===== src/rtl/svm_pkg.sv =====
// svm_pkg: shared SVM widths, width derivation and the saturating resize.
package svm_pkg;
  localparam int CWIDTH_DEF = 9;
  localparam int FWIDTH_DEF = 8;
  localparam int STAGE_DEF = 32;
  localparam int AWIDTH_DEF = 24;
  function automatic int pwidth(input int c, input int f);
    return c + f + 1;
  endfunction
  function automatic int iwidth(input int c, input int f, input int st);
    return c + f + 1 + $clog2(st) + 1;
  endfunction
  function automatic logic signed [63:0] sat_resize(input logic signed [63:0] v, input int aw);
    logic signed [63:0] hi, lo;
    hi = (64'sd1 <<< (aw - 1)) - 64'sd1;
    lo = -hi - 64'sd1;
    return v > hi ? hi : v < lo ? lo : v;
  endfunction
endpackage


===== src/rtl/svmac_if.sv =====
// svmac_if: beat stream in, decision score out.
interface svmac_if #(parameter int CWIDTH = 9, parameter int FWIDTH = 8, parameter int AWIDTH = 24);
  logic dv, sof;
  logic signed [CWIDTH-1:0] svcoeff;
  logic [FWIDTH-1:0] feature;
  logic signed [AWIDTH-1:0] bias;
  logic signed [AWIDTH-1:0] score_out;
  logic class_out, score_dv, busy;
  modport master(output dv, sof, svcoeff, feature, bias, input score_out, class_out, score_dv, busy);
  modport slave(input dv, sof, svcoeff, feature, bias, output score_out, class_out, score_dv, busy);
endinterface


===== src/rtl/svmac_svsat.sv =====
// svmac_svsat: adds the bias to the accumulated sum and clamps to the score width.
module svsat import svm_pkg::*; #(parameter int IWIDTH = 24, parameter int AWIDTH = 24) (
  input logic signed [IWIDTH-1:0] acc,
  input logic signed [AWIDTH-1:0] bias,
  output logic signed [AWIDTH-1:0] score
);
  logic signed [63:0] sum;
  assign sum = 64'(acc) + 64'(bias);
  assign score = AWIDTH'(sat_resize(sum, AWIDTH));
endmodule


===== src/rtl/svmac.sv =====
// svmac: three-stage multiply-accumulate over STAGE-beat vectors, bias add and saturated score.
module svmac import svm_pkg::*; #(
  parameter int CWIDTH = CWIDTH_DEF,
  parameter int FWIDTH = FWIDTH_DEF,
  parameter int STAGE = STAGE_DEF,
  parameter int AWIDTH = AWIDTH_DEF
) (
  input logic clk,
  input logic reset_n,
  svmac_if.slave s
);
  localparam int PWIDTH = pwidth(CWIDTH, FWIDTH);
  localparam int CNTW = $clog2(STAGE);
  localparam int IWIDTH = iwidth(CWIDTH, FWIDTH, STAGE);
  logic [CNTW-1:0] cnt, idx;
  logic last, p_first, p_last, p_dv, a_last, class_r, score_dv_r;
  logic signed [PWIDTH-1:0] prod;
  logic signed [IWIDTH-1:0] acc, prod_x;
  logic signed [AWIDTH-1:0] sat, score_r;
  assign idx = s.sof ? '0 : cnt;
  assign last = idx == CNTW'(STAGE - 1);
  assign prod_x = {{(IWIDTH-PWIDTH){prod[PWIDTH-1]}}, prod};
  svsat #(.IWIDTH(IWIDTH), .AWIDTH(AWIDTH)) u_sat (.acc(acc), .bias(s.bias), .score(sat));
  // a_last is a pulse so each completed vector strobes exactly once
  always_ff @(posedge clk or negedge reset_n) begin
    if (!reset_n) begin
      cnt <= '0;
      prod <= '0;
      p_first <= 1'b0;
      p_last <= 1'b0;
      p_dv <= 1'b0;
      acc <= '0;
      a_last <= 1'b0;
      score_r <= '0;
      class_r <= 1'b0;
      score_dv_r <= 1'b0;
    end else begin
      if (s.dv) begin
        cnt <= last ? '0 : idx + 1'b1;
        prod <= $signed(s.svcoeff) * $signed({1'b0, s.feature});
        p_first <= idx == '0;
        p_last <= last;
      end
      p_dv <= s.dv;
      if (p_dv) acc <= p_first ? prod_x : acc + prod_x;
      a_last <= p_dv & p_last;
      if (a_last) begin
        score_r <= sat;
        class_r <= ~sat[AWIDTH-1];
      end
      score_dv_r <= a_last;
    end
  end
  assign s.score_out = score_r;
  assign s.class_out = class_r;
  assign s.score_dv = score_dv_r;
  assign s.busy = (cnt != '0) | p_dv | a_last;
endmodule


===== src/flat_wrapper.sv =====
// flat-port wrapper written by rule: the top's interface ports become plain ports
module svmac_flat import svm_pkg::*;
#(
  parameter int CWIDTH = CWIDTH_DEF,
  parameter int FWIDTH = FWIDTH_DEF,
  parameter int STAGE = STAGE_DEF,
  parameter int AWIDTH = AWIDTH_DEF
)
  (clk, reset_n, s_dv, s_sof, s_svcoeff, s_feature, s_bias, s_score_out, s_class_out, s_score_dv, s_busy);
  svmac_if #(.CWIDTH(CWIDTH), .FWIDTH(FWIDTH), .AWIDTH(AWIDTH)) s_i ();
  input logic clk;
  input logic reset_n;
  input wire logic [$bits(s_i.dv)-1:0] s_dv;
  input wire logic [$bits(s_i.sof)-1:0] s_sof;
  input wire logic [$bits(s_i.svcoeff)-1:0] s_svcoeff;
  input wire logic [$bits(s_i.feature)-1:0] s_feature;
  input wire logic [$bits(s_i.bias)-1:0] s_bias;
  output wire logic [$bits(s_i.score_out)-1:0] s_score_out;
  output wire logic [$bits(s_i.class_out)-1:0] s_class_out;
  output wire logic [$bits(s_i.score_dv)-1:0] s_score_dv;
  output wire logic [$bits(s_i.busy)-1:0] s_busy;
  assign s_i.dv = s_dv;
  assign s_i.sof = s_sof;
  assign s_i.svcoeff = s_svcoeff;
  assign s_i.feature = s_feature;
  assign s_i.bias = s_bias;
  assign s_score_out = s_i.score_out;
  assign s_class_out = s_i.class_out;
  assign s_score_dv = s_i.score_dv;
  assign s_busy = s_i.busy;
  svmac #(.CWIDTH(CWIDTH), .FWIDTH(FWIDTH), .STAGE(STAGE), .AWIDTH(AWIDTH)) u_core (.clk(clk), .reset_n(reset_n), .s(s_i));
endmodule

===== config.mk =====
export PLATFORM = sky130hd
export DESIGN_NAME = svmac_flat
export DESIGN_NICKNAME = d
export VERILOG_FILES = /design/src/rtl/svm_pkg.sv /design/src/rtl/svmac_if.sv /design/src/rtl/svmac_svsat.sv /design/src/rtl/svmac.sv /design/src/flat_wrapper.sv
export SDC_FILE = /design/constraint.sdc
export NUM_CORES = 1
export LEC_CHECK = 0
export ABC_AREA = 1
export BUFFER_PORTS_ARGS = -buffer_cell sky130_fd_sc_hd__buf_2
export CAP_MARGIN = 40
export CORE_ASPECT_RATIO = 2
export CORE_UTILIZATION = 46
export CTS_CLUSTER_SIZE = 12
export DETAILED_ROUTE_END_ITERATION = 10
export HOLD_SLACK_MARGIN = 0.08
export RECOVER_POWER = 100
export SLEW_MARGIN = 20
export SYNTH_ARGS = -nofsm -noshare
export SYNTH_HDL_FRONTEND = slang
export SYNTH_SLANG_ARGS = --single-unit
export TNS_END_PERCENT = 5

===== constraint.sdc =====
create_clock -name clk -period 6.8 [get_ports clk]
set_clock_uncertainty 0.1 [all_clocks]
set_input_delay 1.36 -clock clk [delete_from_list [all_inputs] [get_ports clk]]
set_output_delay 1.36 -clock clk [all_outputs]
set_load 0.02 [all_outputs]

==> Word level (Yosys, flattened, before mapping) <==
Index checks and enable logic that the tools add are counted.
{ "totals": {"regBits": 77, "latch_bits": 0, "ram_bits": 0, "mem_bits_ro": 0, "in_bits": 45, "output_inout_bits": 27, "wordCells": 28, "mem_count": 0} }
{ "classes": {"addsub": 3, "multipliers": 1, "div": 0, "order_cmp": 2, "eq_ne": 1, "n_shift": 0, "n_mux": 5, "n_bitwise": 4, "reduce_logical": 2} }
{ "op_table": {"columns": ["op", "n"], "rows": [
  ["$mux 24", 3],
  ["$add 24x24->25", 1],
  ["$gt 25x24->1 const B", 1],
  ["$lt 25x24->1 const B", 1],
  ["$add 24x18->24", 1],
  ["$mul 9x9->18", 1],
  ["$mux 5", 2],
  ["$add 5x1->5 const B", 1],
  ["$eq 5x5->1 const B", 1],
  ["$logic_not 5->1", 1],
  ["$reduce_bool 5->1", 1],
  ["$or 1x1->1", 2],
  ["$and 1x1->1", 1],
  ["$not 1->1", 1]
]} }

==> Longest topological paths before layout <==
{ "logic_depth": {"word_depth": 5, "mapped_depth": 20, "depth_no_buf": 19} }

==> Cells and area by module <==
A second synthesis with hierarchy kept.
{ "unflattened": {"cells_unflattened": 1443, "hier_area_um2": 9601.7} }
{ "modules_own_cells": {"columns": ["module", "instances", "cells_each", "area_each_um2", "seq_area_each_um2"], "rows": [
  ["svmac", 1, 1065, 7671.1, 1926.8],
  ["svsat", 1, 378, 1930.6, 0.0]
]} }

==> Worst setup path before layout <==
OpenSTA, ideal clock, no wires.
{ "synth_path": {"kind": "input-to-reg", "startpoint": "in s_feature[0]", "endpoint": "reg u_core.prod[16]", "setup_time_ns": 0.134, "t_arrival_ns": 5.139, "t_required_ns": 6.566, "setup_slack_ns": 1.428, "cell_stages": 19, "n_path_buf": 1, "path_cell_list": "clkbuf_1 nand2_1 inv_1 fa_1 inv_1 fa_1 inv_1 fa_1 inv_1 fa_1 inv_1 ha_1 a21oi_1 o21ai_0 nand2_1 nand4_1 or2_2 nand3_1 o21ai_0"} }
{ "synth_between": {"elab_chain_len": 1} }
{ "synth_lines": {"columns": ["element", "line_no", "source"], "rows": [
  ["from (decl)", "flat_wrapper.sv:16", "input wire logic [$bits(s_i.feature)-1:0] s_feature;"],
  ["$mul 9x9->18", "svmac.sv:40", "prod <= $signed(s.svcoeff) * $signed({1'b0, s.feature});"],
  ["to (signal assigned)", "svmac.sv:40", null],
  ["to (decl)", "svmac.sv:17", "logic signed [PWIDTH-1:0] prod;"]
]} }
No other way between the ends.
A chain may end at the register's enable or synchronous reset.

==> Final worst setup path <==
{ "layout_path": {"startpoint": "in s_feature[0]", "endpoint": "reg u_core.prod[13]"} }
The elaborated chain is that of the path after synthesis.

==> results.cfg <==
[floorplanning]
die_w_um = 103
dieArea_um2 = 20800
die_y_um = 203
ioPinCount = 72
rows = 73
core_area_um2 = 19800
initial_core_util_pct = 46.9

[clocking]
clk_path_buf_depth = 2
hold_buffers = 0
cts_sinks = 77
clockRootBuffer = clkbuf_16
insertion_delay_ps = 360
cts_resized = 0
cts_tree = done
cts_buffers = 9
cts_setup_buffers = 0
cts.htree.levels = 3
clk_pin_slew_ps = 60

[setup_path]
crit_path_max_incr_delay_ps = 570
critPathKind = in2reg
worst_path_most_repeated_cell = inv_1
cp.required_ps = 6930
critPathCaptureType = flip-flop
cp-start-kind = input port
path_cells = clkbuf_1, nand2_1, inv_1, fa_1, inv_1, fa_1, inv_1, fa_1, inv_1, fa_1, inv_1, ha_1, a21oi_1, a21boi_0, nand2_1, nand2_1, nand2_1, xnor2_1, o21ai_0
critical-path-slowest-cell = fa_1
worstPathArrival_ps = 5690
path_max_fanout = 9

[timing]
rsz0062_at_grt = false
setup_tns_ps = 0
fin_worst_hold_slack_ps = 375
max_freq_mhz = 180
post-route-period-util_pct = 81.9
drv_slew = 80
setup_viol = 0
hold_viol = 0
tightestPinTransition_ps = 2800
timing.slew.headroom_pct = -86.7
fin_crit_ps = 5570

[synth]
syn_inst = 1401
ys_ff_latch = 77
yosys_warnings = 0
ys_seq_area_share_pct = 20.7
ys_types = 36
synth_fp_nets = 1594
syn_area_per_cell_um2 = 6.64
syn-cell-area_um2 = 9300

[layout]
drive_gt1_share_pct = 4.88
nets = 1644
final_common_cell = nand2_1
fill_cells = 2100
final_cell_mix = nand2_1 (491), inv_1 (255), nor2_1 (87), ha_1 (86), a21oi_1 (80)
antennaDiodeCount = 0
area_delta_synth_final_pct = 9.01

[drt]
wirelength_mm = 27.2
num_vias = 8758
antenna_left = 0
drc_errors = 0
viasPerCell = 5.10
post_drt_wl_per_cell_um = 15.8
dr.pass1.iters = 4
drt-initial-drc-count = 311

[outcome]
violations = max-capacitance violations, max-slew violations
outcome = finished, violations left

[place]
hpwl_mm = 22.9
port_buffers = 71
gp_congestion = 0.961

[grt]
grt_max_degree = 50
antenna_found_initial = 0
grt_use_total_pct = 28.5
overflow = 0
grt_pass1_vias = 9224
grt_pass1_wl_mm = 44.3

[power]
ir_drop_uv = 173
power_leakage_uw = 0.00588
power.density_nw_per_um2 = 488

[run]
drv_cap = 2

[worst_hold_path]
hold_class = reg2reg
[cells by family (layout without fill, tap and decap cells)]
| logic type | after synthesis | in the layout | share of synthesized area, % |
|---|---|---|---|
| buffers and inverters | 295 | 349 | 12.1 |
| AO/OA/AOI/OAI | 159 | 159 | 9.10 |
| XOR/XNOR | 35 | 35 | 3.29 |
| flip-flops | 77 | 77 | 20.7 |
| adder cells (fa/ha/maj) | 148 | 148 | 24.9 |
| AND/OR/NAND/NOR | 687 | 687 | 29.9 |
[report_power, final]
| group | total [uW] | internal, uW | switching, uW |
|---|---|---|---|
| Sequential | 814 | 657 | 157 |
| Clock | 526 | 319 | 207 |
| Combinational | 3610 | 1270 | 2340 |
[flip-flops by register name, indices dropped and copies added (netlist names)]
name,count
u_core.p_dv,1
u_core.acc,24
u_core.p_first,1
u_core.cnt,5
u_core.p_last,1
u_core.a_last,1
u_core.s.score_out,24
u_core.prod,18
u_core.s.class_out,1
u_core.s.score_dv,1
[cells in the mapped netlist, drive strengths merged]
cell      n  area, um2
a31oi     2       12.5
o21a      2       15.0
nand2   495       1870
nand4    24        163
ha       86       1080
dfrtp    77       1930
buf       5       36.3
xor2     20        175
clkinv    2       7.51
fa       62       1240
inv     255        957
nor4      2       12.5
o21ai    58        290
a21boi    2       15.0
nand3    61        305
nor2     88        333
or2       6       37.5
o32ai     1       8.76
o21bai    3       22.5
and3      2       12.5
clkbuf   33        124
a21oi    82        418
o211ai    3       22.5
nor3      7       35.0
and2      2       12.5
o22ai     2       12.5
a21o      4       30.0
xnor2    15        131
[stage by stage]
| step | std cells | total power, uW | area [um2] | setup WS, ps | util [%] |
|---|---|---|---|---|---|
| after floorplan | 1401 | 3560 | 9300 | 1430 | - |
| after global placement | 1700 | 4400 | 9860 | 924 | 49.7 |
| after detailed placement | 1702 | 4440 | 9910 | 887 | 50.0 |
| after CTS | 1717 | 4990 | 10200 | 1270 | 51.6 |
| after global routing | 1717 | 5540 | 10100 | 921 | 51.2 |
| final | 1717 | 4950 | 10100 | 1230 | 51.2 |
[layer usage]
layer  up-vias  part of all wire [%]  global-route usage [%]
met5         -                     0                       0
met4         0                   8.0                    21.4
met3       103                   2.2                    3.65
met2       191                    58                    57.0
met1      4030                    32                    23.5
li1       4434                     -                       -
[critical path: cells and delay by family]
kind	cells	cell delay, ps
compound gates	3	710
simple gates	4	480
buf+inv	6	580
fa+ha+maj	5	2390
xor+xnor	1	150
[cell type report]
| cell class | count | area (um2) | area share (%) |
|---|---|---|---|
| sequential | 77 | 1930 | 19.0 |
| clock inverter | 6 | 88.8 | 0.876 |
| clock buffer | 9 | 225 | 2.22 |
| tap | 262 | 328 | 3.23 |
| timing repair buffer | 77 | 372 | 3.66 |
| inverter | 257 | 965 | 9.51 |
| multi-input combinational | 1029 | 6240 | 61.5 |
[path summary, 6_finish.rpt]
kind | slack (ps) | startpoint | end | cells after the start
hold reg to reg | 380 | u_core.s.score_out[6] | u_core.s.score_out[6] | 2
setup reg to reg | 3360 | u_core.acc[0] | u_core.s.score_out[1] | 14
max in group asynchronous | 1900 | reset_n | u_core.acc[18] | 2
setup / recovery | 1230 | s_feature[0] | u_core.prod[13] | 19
min in group asynchronous | 1310 | reset_n | u_core.acc[0] | 1
hold / removal | 380 | u_core.s.score_out[6] | u_core.s.score_out[6] | 2
No activity file was read; power rests on OpenSTA's default activity.
